`src/rtl/cell_sched_pkg.sv`:
```
// Shared constants and types for the character-cell RAM scheduler.
package cell_sched_pkg;

    localparam logic [6:0] SPACE_CODE = 7'h20;
    localparam int COLS_DEF   = 80;
    localparam int ROWS_DEF   = 23;
    localparam int CELLS      = COLS_DEF * ROWS_DEF;
    localparam int ADDR_W_DEF = 11;
    localparam int CHAR_W_DEF = 7;

    typedef enum logic [0:0] {
        IDLE  = 1'b0,
        CLEAR = 1'b1
    } state_t;

    typedef struct packed {
        logic [ADDR_W_DEF-1:0] addr;
        logic [CHAR_W_DEF-1:0] data;
    } host_entry_t;

endpackage

```
`src/rtl/cell_sched_fifo.sv`:
```
// Synchronous FIFO with occupancy count; head entry is visible combinationally on rdata.
module cell_sched_fifo #(
    parameter int  DEPTH = 4,
    parameter int  WIDTH = 18,
    localparam int PTR_W = $clog2(DEPTH),
    localparam int CNT_W = PTR_W + 1
) (
    input  logic             clock,
    input  logic             reset,
    input  logic             push,
    input  logic             pop,
    input  logic [WIDTH-1:0] wdata,
    output logic [WIDTH-1:0] rdata,
    output logic             full,
    output logic             empty,
    output logic [CNT_W-1:0] count
);

    logic [WIDTH-1:0] mem_r [DEPTH];
    logic [PTR_W-1:0] wr_ptr_r;
    logic [PTR_W-1:0] rd_ptr_r;
    logic [CNT_W-1:0] count_r;
    logic             push_ok_s;
    logic             pop_ok_s;

    assign full      = (count_r == CNT_W'(DEPTH));
    assign empty     = (count_r == {CNT_W{1'b0}});
    assign count     = count_r;
    assign rdata     = mem_r[rd_ptr_r];
    assign push_ok_s = push && !full;
    assign pop_ok_s  = pop && !empty;

    // Entry storage, written only on an accepted push.
    always_ff @(posedge clock) begin
        if (push_ok_s) begin
            mem_r[wr_ptr_r] <= wdata;
        end
    end

    // Pointers and occupancy.
    always_ff @(posedge clock) begin
        if (reset) begin
            wr_ptr_r <= {PTR_W{1'b0}};
            rd_ptr_r <= {PTR_W{1'b0}};
            count_r  <= {CNT_W{1'b0}};
        end else begin
            if (push_ok_s) begin
                wr_ptr_r <= wr_ptr_r + PTR_W'(1'b1);
            end
            if (pop_ok_s) begin
                rd_ptr_r <= rd_ptr_r + PTR_W'(1'b1);
            end
            case ({push_ok_s, pop_ok_s})
                2'b10:   count_r <= count_r + CNT_W'(1'b1);
                2'b01:   count_r <= count_r - CNT_W'(1'b1);
                default: count_r <= count_r;
            endcase
        end
    end

endmodule

```
`src/rtl/cell_ram_scheduler.sv`:
```
// Cell RAM access scheduler: fixed-latency display fetches, buffered host writes, clear-screen FSM.
// Define CELL_SCHED_STATS_EN to build the saturating host-stall counter behind stall_cycles.
module cell_ram_scheduler
    import cell_sched_pkg::*;
#(
    parameter int COLS       = COLS_DEF,
    parameter int ROWS       = ROWS_DEF,
    parameter int ADDR_W     = ADDR_W_DEF,
    parameter int CHAR_W     = CHAR_W_DEF,
    parameter int FIFO_DEPTH = 4
) (
    input  logic              clock,
    input  logic              reset,
    input  logic              fetch_req,
    input  logic [7:0]        fetch_cx,
    input  logic [7:0]        fetch_cy,
    output logic              fetch_valid,
    output logic [CHAR_W-1:0] fetch_data,
    input  logic              host_valid,
    output logic              host_ready,
    input  logic [ADDR_W-1:0] host_addr,
    input  logic [CHAR_W-1:0] host_data,
    input  logic              clear_start,
    output logic              clear_busy,
    output logic              ram_en,
    output logic              ram_we,
    output logic [ADDR_W-1:0] ram_addr,
    output logic [CHAR_W-1:0] ram_wdata,
    input  logic [CHAR_W-1:0] ram_rdata,
    output logic [15:0]       stall_cycles
);

    localparam int CELLS_P = COLS * ROWS;
    localparam int ENT_W   = ADDR_W + CHAR_W;
    localparam int CNT_W   = $clog2(FIFO_DEPTH) + 1;
    localparam int LIN_W   = ADDR_W + 1;
    localparam logic [CHAR_W-1:0] SPACE_CHAR = CHAR_W'(SPACE_CODE);

    state_t            state_r;
    logic [ADDR_W-1:0] clr_addr_r;
    logic              clear_busy_r;
    logic              host_ready_r;
    logic              f1_valid_r;
    logic              f1_oob_r;
    logic [LIN_W-1:0]  fetch_lin_s;
    logic              fetch_oob_s;
    logic              push_s;
    logic              pop_s;
    logic              fifo_full_s;
    logic              fifo_empty_s;
    logic [ENT_W-1:0]  fifo_head_s;
    logic [ADDR_W-1:0] head_addr_s;
    logic [CHAR_W-1:0] head_data_s;
    logic [CNT_W-1:0]  fifo_count_s;
    logic [CNT_W-1:0]  count_next_s;

    assign fetch_lin_s = LIN_W'(fetch_cy) * LIN_W'(COLS) + LIN_W'(fetch_cx);
    assign fetch_oob_s = (32'(fetch_cx) >= 32'(COLS)) || (32'(fetch_cy) >= 32'(ROWS));
    assign head_addr_s = fifo_head_s[ENT_W-1:CHAR_W];
    assign head_data_s = fifo_head_s[CHAR_W-1:0];
    assign push_s      = host_valid && host_ready_r && !fifo_full_s && !reset;
    assign host_ready  = host_ready_r && !reset;
    assign clear_busy  = clear_busy_r;

    cell_sched_fifo #(
        .DEPTH (FIFO_DEPTH),
        .WIDTH (ENT_W)
    ) u_fifo (
        .clock (clock),
        .reset (reset),
        .push  (push_s),
        .pop   (pop_s),
        .wdata ({host_addr, host_data}),
        .rdata (fifo_head_s),
        .full  (fifo_full_s),
        .empty (fifo_empty_s),
        .count (fifo_count_s)
    );

    // Slot arbitration: fetch, then clear write, then host pop; out-of-range pops consume the slot silently.
    always_comb begin
        ram_en    = 1'b0;
        ram_we    = 1'b0;
        ram_addr  = {ADDR_W{1'b0}};
        ram_wdata = {CHAR_W{1'b0}};
        pop_s     = 1'b0;
        if (reset) begin
            pop_s = 1'b0;
        end else if (fetch_req) begin
            if (!fetch_oob_s) begin
                ram_en   = 1'b1;
                ram_addr = fetch_lin_s[ADDR_W-1:0];
            end else begin
                ram_en = 1'b0;
            end
        end else if (state_r == CLEAR) begin
            ram_en    = 1'b1;
            ram_we    = 1'b1;
            ram_addr  = clr_addr_r;
            ram_wdata = SPACE_CHAR;
        end else if (!fifo_empty_s) begin
            pop_s = 1'b1;
            if (32'(head_addr_s) < 32'(CELLS_P)) begin
                ram_en    = 1'b1;
                ram_we    = 1'b1;
                ram_addr  = head_addr_s;
                ram_wdata = head_data_s;
            end else begin
                ram_en = 1'b0;
            end
        end else begin
            pop_s = 1'b0;
        end
    end

    // Occupancy after this cycle's push/pop, used to register host_ready.
    always_comb begin
        count_next_s = fifo_count_s;
        if (push_s && !pop_s) begin
            count_next_s = fifo_count_s + CNT_W'(1'b1);
        end else if (!push_s && pop_s) begin
            count_next_s = fifo_count_s - CNT_W'(1'b1);
        end else begin
            count_next_s = fifo_count_s;
        end
    end

    // host_ready register; held at 1 through reset so it is high on the first cycle after.
    always_ff @(posedge clock) begin
        if (reset) begin
            host_ready_r <= 1'b1;
        end else begin
            host_ready_r <= (count_next_s != CNT_W'(FIFO_DEPTH));
        end
    end

    // Clear-screen FSM; a fetch stalls the sweep without losing its place.
    always_ff @(posedge clock) begin
        if (reset) begin
            state_r      <= IDLE;
            clr_addr_r   <= {ADDR_W{1'b0}};
            clear_busy_r <= 1'b0;
        end else begin
            case (state_r)
                IDLE: begin
                    if (clear_start) begin
                        state_r      <= CLEAR;
                        clr_addr_r   <= {ADDR_W{1'b0}};
                        clear_busy_r <= 1'b1;
                    end
                end
                CLEAR: begin
                    if (!fetch_req) begin
                        if (clr_addr_r == ADDR_W'(CELLS_P - 1)) begin
                            state_r      <= IDLE;
                            clear_busy_r <= 1'b0;
                        end else begin
                            clr_addr_r <= clr_addr_r + ADDR_W'(1'b1);
                        end
                    end
                end
                default: begin
                    state_r      <= IDLE;
                    clear_busy_r <= 1'b0;
                end
            endcase
        end
    end

    // Two-stage fetch return: RAM data arrives one cycle after the read, registered a cycle later.
    always_ff @(posedge clock) begin
        if (reset) begin
            f1_valid_r  <= 1'b0;
            f1_oob_r    <= 1'b0;
            fetch_valid <= 1'b0;
            fetch_data  <= {CHAR_W{1'b0}};
        end else begin
            f1_valid_r  <= fetch_req;
            f1_oob_r    <= fetch_oob_s;
            fetch_valid <= f1_valid_r;
            if (f1_valid_r) begin
                fetch_data <= f1_oob_r ? SPACE_CHAR : ram_rdata;
            end
        end
    end

`ifdef CELL_SCHED_STATS_EN
    logic [15:0] stall_r;

    // Saturating count of cycles with queued host writes that could not retire.
    always_ff @(posedge clock) begin
        if (reset) begin
            stall_r <= 16'h0000;
        end else if (!fifo_empty_s && !pop_s && (stall_r != 16'hFFFF)) begin
            stall_r <= stall_r + 16'h0001;
        end
    end

    assign stall_cycles = stall_r;
`else
    assign stall_cycles = 16'h0000;
`endif

endmodule

```
`config.mk`:
```
export PLATFORM = sky130hd
export DESIGN_NAME = cell_ram_scheduler
export DESIGN_NICKNAME = d
export VERILOG_FILES = /design/src/rtl/cell_sched_pkg.sv /design/src/rtl/cell_sched_fifo.sv /design/src/rtl/cell_ram_scheduler.sv
export SDC_FILE = /design/constraint.sdc
export NUM_CORES = 1
export LEC_CHECK = 0
export ABC_CLOCK_PERIOD_IN_PS = 2600
export CAP_MARGIN = 0
export CORE_UTILIZATION = 24
export CTS_BUF_LIST = sky130_fd_sc_hd__clkbuf_16
export DETAILED_ROUTE_END_ITERATION = 8
export DONT_BUFFER_PORTS = 1
export MAX_ROUTING_LAYER = met4
export PLACE_DENSITY_LB_ADDON = 0.1
export SYNTH_ARGS = -nofsm -noshare
export SYNTH_HDL_FRONTEND = slang
export SYNTH_SLANG_ARGS = --single-unit
export TNS_END_PERCENT = 5
```
`constraint.sdc`:
```
create_clock -name clock -period 2.6 [get_ports clock]
set_input_delay 0.13 -clock clock [delete_from_list [all_inputs] [get_ports clock]]
set_output_delay 0.13 -clock clock [all_outputs]
set_load 0.03 [all_outputs]
```
# ---- After elaboration in Yosys (flattened, before gate mapping)
# Memory sizes are Yosys's and may differ from the RTL's. A register that Yosys moved wholly into a read port is not among the register bits.
# Index checks and enable logic that the tools add are counted.
dict set report totals {
  wordCells 93
  input_bits 46
  regBits 31
  output_inout_bits 46
  ram_bits 72
  mem_count 1
}
# memory depth width read_ports rd_ports_with_merged_regs write_ports line_no
set mem_list {}
lappend mem_list {u_fifo.mem_r 4 18 1 1 1 cell_sched_fifo.sv:19} ;# logic [WIDTH-1:0] mem_r [DEPTH];
dict set report op_classes {
  n_mux 43
  n_eq_ne 9
  n_mul 1
  bitwise 1
  order_cmp 3
  n_reduce_logical 18
  add_sub_neg 6
}
# operator count
set ops {}
lappend ops {{11-bit two-way mux} 9}
lappend ops {{7-bit two-way mux} 6}
lappend ops {{11-bit one-hot mux with 2 select lines} 1}
lappend ops {{1-bit two-way mux} 20}
lappend ops {{11-bit by 1-bit adder with 11-bit output, second input constant} 1}
lappend ops {{11-bit by 8-bit adder with 11-bit output} 1}
lappend ops {{11-bit == test, second input constant} 1}
lappend ops {{11-bit less-than comparator, second input constant} 1}
lappend ops {{8-bit by 5-bit >= comparator with 1-bit output, second input constant} 1}
lappend ops {{8-bit by 7-bit >= comparator with 1-bit output, second input constant} 1}
lappend ops {{1-bit logical AND} 8}
lappend ops {{8-bit by 3-bit multiplier with 7-bit output, second input constant} 1}
lappend ops {{3-bit two-way mux} 2}
lappend ops {{2-bit inequality test, second input constant} 3}
lappend ops {{3-bit one-hot mux with 2 select lines} 1}
lappend ops {{3-bit AND reduction} 2}
lappend ops {{1-bit zero test} 5}
lappend ops {{2-bit by 1-bit adder with 2-bit output, second input constant} 2}
lappend ops {{2-bit two-way mux} 2}
lappend ops {{1-bit one-hot mux with 2 select lines} 2}
lappend ops {{3-bit by 1-bit adder with 3-bit output, second input constant} 1}
lappend ops {{3-bit == test, second input constant} 1}
lappend ops {{3-bit zero test} 1}
lappend ops {{3-bit inequality test, second input constant} 1}
lappend ops {{7 further kinds} 7}

# ---- Longest topological paths before layout
dict set report depth {
  depth_word 9
  depth_mapped 10
  depth_no_buf 9
}

# ---- By module
# A second synthesis with hierarchy kept.
dict set report hier_totals {
  cells_unflattened 385
  hier_area_um2 5049.8
}
# mod area_each_um2 cells_each seq_area_each_um2 instances
set modules_own_cells {}
lappend modules_own_cells {cell_sched_fifo 3114.2 148 2342.2 1}
lappend modules_own_cells {cell_ram_scheduler 1935.6 237 480.5 1}

# ---- Worst setup path before layout
# No wires, ideal clock.
dict set report synth_timing {
  path_kind {register to output}
  start {register with a tool-made name}
  end {output ram_addr[6]}
  slack_ps 265
  n_path_buf 2
  required_time_ps 2470
  arrival_ps 2205
  path_stages_with_launch 8
  cell_sequence {dfxtp_1 > buf_6 > mux4_2 > a211o_1 > a211oi_2 > buf_6 > a221oi_1 > nor2_1}
}
# element line_no
set synth_rtl {}
lappend synth_rtl {{end: declaration} cell_ram_scheduler.sv:27} ;# output logic [ADDR_W-1:0] ram_addr,

==> impl_metrics.prom <==
# TYPE chip_impl_metric gauge
chip_impl_metric{name="numCtsBuffers",unit=""} 9
chip_impl_info{name="setup_repair_after_global_routing_missed_its_margin",value="yes"} 1
chip_impl_metric{name="grt_start_max_net_pins",unit=""} 24
chip_impl_metric{name="drt.antenna.violating_nets",unit=""} 0
chip_impl_metric{name="design.final.nets",unit=""} 520
chip_impl_metric{name="via_count_of_the_first_global_routing_pass",unit=""} 3394
chip_impl_metric{name="dp.final_hpwl",unit="um"} 8600
chip_impl_metric{name="critical_path.max_fanout",unit=""} 8
chip_impl_info{name="cts_tree",value="yes"} 1
chip_impl_metric{name="cts_buffer_depth",unit=""} 2
chip_impl_metric{name="yosysWarningCount",unit=""} 0
chip_impl_metric{name="clock.fmax",unit="GHz"} 0.370
chip_impl_metric{name="globalRoute.totalOverflow",unit=""} 0
chip_impl_metric{name="cellPowerDensity",unit="nW/um^2"} 618
chip_impl_metric{name="post_synth_num_cell_types",unit=""} 52
chip_impl_metric{name="tightest_slew",unit="ns"} 1.04
chip_impl_metric{name="clk-insertion-delay-late",unit="ns"} 0.35
chip_impl_metric{name="num-fill-cells",unit=""} 2077
chip_impl_metric{name="syn_avg_cell_area",unit="um^2"} 13.0
chip_impl_metric{name="final.min_clock_period",unit="ns"} 2.70
chip_impl_info{name="critical_path.startpoint_type",value="register"} 1
chip_impl_metric{name="remaining_drc_errors",unit=""} 0
chip_impl_metric{name="gr-usage-met1",unit="%"} 15.6
chip_impl_metric{name="initial_antenna_violation_count",unit=""} 1
chip_impl_metric{name="routed_via_density",unit=""} 4.45
chip_impl_metric{name="dr_total_vias",unit=""} 3243
chip_impl_metric{name="report.final.setup_viol",unit=""} 12
chip_impl_metric{name="skew",unit="ns"} 0.00622
chip_impl_metric{name="setup.reg_to_reg.worst_slack",unit="ns"} 0.44
chip_impl_info{name="synth_ff_type",value="edfxtp_1"} 1
chip_impl_metric{name="final-max-slew-violation-count",unit=""} 0
chip_impl_info{name="endpoint_class_of_the_critical_path",value="primary output"} 1
chip_impl_metric{name="setup_slack_of_the_critical_path_after_layout",unit="ns"} -0.103
chip_impl_metric{name="detail_route.first_pass.iterations",unit=""} 4
chip_impl_info{name="run_status",value="finished, violations left"} 1
chip_impl_info{name="failed_checks",value="negative setup slack"} 1
chip_impl_metric{name="synth.ff_latch_count",unit=""} 105
chip_impl_info{name="hold-path-endpoint",value="clear_busy"} 1
chip_impl_metric{name="top_level_ports",unit=""} 92
chip_impl_metric{name="global_route_wire_length_before_repair",unit="um"} 19400
chip_impl_metric{name="peak_supply_drop",unit="uV"} 292
chip_impl_metric{name="final_report_hold_violation_count",unit=""} 0
chip_impl_metric{name="met2_usage",unit="%"} 19.2
chip_impl_metric{name="synth_edf_count",unit=""} 72
chip_impl_metric{name="timing.reg2reg.worst_path_depth",unit=""} 7
chip_impl_metric{name="worst-endpoint-arrival",unit="ns"} 2.57
chip_impl_info{name="timing.rr.start",value="u_fifo.count[0]"} 1
chip_impl_info{name="cts-root-buf",value="clkbuf_16"} 1
chip_impl_metric{name="worst_setup_hold_path_clk_slew",unit="ns"} 0.08
chip_impl_metric{name="placementRows",unit=""} 52
chip_impl_metric{name="gp_congestion",unit=""} 0.758
chip_impl_metric{name="req_time_crit_path",unit="ns"} 2.47
chip_impl_metric{name="post-route-util",unit="%"} 30.7
chip_impl_metric{name="postLayoutCellArea",unit="um^2"} 6270
chip_impl_metric{name="max-slew-margin-rel",unit="%"} 30.2
chip_impl_metric{name="synthesis.area",unit="um^2"} 5040
chip_impl_metric{name="hold-path-cell-count",unit=""} 3
chip_impl_info{name="hold_class",value="in2reg"} 1
chip_impl_metric{name="drv.max_cap_violation_count",unit=""} 0
chip_impl_metric{name="die_height",unit="um"} 147
chip_impl_metric{name="async_flop_share",unit="%"} 0
chip_impl_metric{name="cts.sinks",unit=""} 105
chip_impl_metric{name="post-route-period-util",unit="%"} 104
chip_impl_info{name="grt_busiest_layer",value="met2"} 1
chip_impl_metric{name="post_route_cells_drive_above_1_share",unit="%"} 20.1
chip_impl_info{name="timing.setup.critical_path_class",value="reg2out"} 1
chip_impl_metric{name="core-area",unit="um^2"} 20400
chip_impl_info{name="r2r-end",value="u_fifo.count[2]"} 1
chip_impl_info{name="mostFrequentLayoutCells",value="72 x edfxtp_1, 45 x nor2_1, 35 x buf_4, 32 x dfxtp_1, 30 x dlygate4sd3_1"} 1
chip_impl_metric{name="htree_num_levels",unit=""} 3
chip_impl_metric{name="total_leakage_power",unit="uW"} 0.00219
chip_impl_metric{name="area.growth.synth_to_final",unit="%"} 24.3
chip_impl_metric{name="initial_core_util",unit="%"} 24.7
chip_impl_info{name="min_from",value="clear_start"} 1
chip_impl_metric{name="die_w",unit="um"} 147
chip_impl_metric{name="gr-usage-all-layers",unit="%"} 12.3
chip_impl_metric{name="detailed_place.area",unit="um^2"} 5550
chip_impl_metric{name="drt-initial-drc-count",unit=""} 101
chip_impl_info{name="layout_commonest_cell",value="edfxtp_1"} 1
chip_impl_metric{name="dieArea",unit="um^2"} 21600
chip_impl_metric{name="port-buffer-count",unit=""} 0
chip_impl_metric{name="synth-seq-area-share",unit="%"} 56.0
chip_impl_metric{name="post_synth_inst_count",unit=""} 388
chip_impl_metric{name="met3_routing_resource_usage_after_global_routing",unit="%"} 3.88
chip_impl_metric{name="routed_wire_length_per_instance",unit="um"} 16.8
chip_impl_metric{name="routed_wl",unit="um"} 12200
[logic make-up (layout without fill, tap and decap cells)]
logic type | after synthesis | in the layout | synth area share, %
DFF | 105 | 105 | 56.0
and+or+nand+nor | 103 | 103 | 10.0
buffers and inverters | 45 | 99 | 4.91
other | 1 | 17 | 0.0743
muxes | 19 | 19 | 8.53
AOI/OAI and AO/OA | 72 | 72 | 10.8
xor gates and xnor gates | 21 | 21 | 3.92
adders and majority gates | 22 | 22 | 5.75
[report_power, final]
group | switching (uW) | total, uW | internal, uW
clock | 655 | 1420 | 768
combinational | 327 | 583 | 256
sequential | 36.4 | 1870 | 1830
[cell usage after synthesis (2+ instances only)]
cell,n,share of area [%]
edfxtp_1,72,43
nor2_1,45,3.3
dfxtp_1,33,13
a21oi_1,28,2.8
ha_1,20,5.0
buf_4,16,2.4
mux4_2,14,6.2
xnor2_1,13,2.3
nand2_1,12,0.89
nor2b_1,12,1.5
inv_1,11,0.82
clkbuf_1,10,0.74
a211oi_1,9,1.3
and3_1,9,1.1
xor2_1,7,1.2
a221oi_2,6,1.8
o21ai_0,6,0.60
a221oi_1,4,0.69
and2_1,4,0.50
mux4_1,4,2.1
nand3_1,4,0.40
a2111oi_0,3,0.52
a211o_1,3,0.52
buf_1,3,0.22
buf_2,3,0.30
nor3_1,3,0.30
a21o_1,2,0.30
a311oi_1,2,0.35
and4_1,2,0.35
buf_6,2,0.45
fa_1,2,0.79
nand2b_1,2,0.25
nor4_1,2,0.25
o21a_1,2,0.30
[sequential cells by signal, summed over array words and instances (netlist names), named ones only]
register	flops
f1_valid_r	1
clear_busy	1
u_fifo.rd_ptr_r	2
fetch_valid	1
u_fifo.wr_ptr_r	2
clr_addr_r	11
fetch_data	7
f1_oob_r	1
host_ready_r	1
u_fifo.mem_r	72
state_r	1
u_fifo.count	3
[critical path: stages, from the launching register on]
cell and delay, ns:
dfxtp_2 0.33, buf_8 0.13, mux4_1 0.61, and3_2 0.25
a211oi_4 0.27, buf_6 0.17, buf_4 0.11, a221oi_2 0.06
nor2_1 0.11, buf_4 0.17
[worst max path at each step]
stage / startpoint / to / cells past startpoint
2_1_floorplan: register / ram_addr[6] / 7
3_3_place_gp: register / ram_addr[8] / 8
3_5_place_dp: register / ram_addr[8] / 8
4_1_cts: register / ram_addr[2] / 9
5_1_grt: register / ram_addr[1] / 9
6_report: register / ram_addr[1] / 9
[final cells by class]
class	count	area, um^2	share of cell area [%]
diodes	1	2.50	0.0399
inverters	11	41.3	0.658
repair buffers	72	681	10.9
flip-flops and latches	105	2820	45.0
clock inverters	7	87.6	1.40
multi-input cells	253	2070	33.1
clock buffers	9	225	3.59
well taps	270	338	5.39
[routing by layer]
layer	wire length, um	up-vias
met5	0	-
met4	137	0
met3	666	9
met2	5660	96
met1	5750	1584
li1	-	1554
[what timing repair did]
| item | 4_1_cts | 5_1_grt |
|---|---|---|
| buffers inserted | 4 | 0 |
| endpoints found under the setup margin | 12 | 19 |
| pin swaps | 2 | 1 |
| hold buffers | 30 | 0 |
| gates cloned | 1 | 0 |
| gates resized for setup | 9 | 7 |
| hold endpoints to repair | 96 | 0 |
[stage by stage]
stage	setup TNS (ns)	setup slack, ns	hold slack (ns)	instances	power (uW)
global placement	0	0.217	0.206	676	2400
floorplan	0	0.265	0.229	403	2290
global route	-2.74	-0.264	0.133	728	4050
finish	-0.822	-0.103	0.142	728	3870
CTS	-1.74	-0.182	0.124	727	3930
detailed placement	0	0.166	0.208	676	2400
Note: power is estimated with default switching activity, not from simulation.
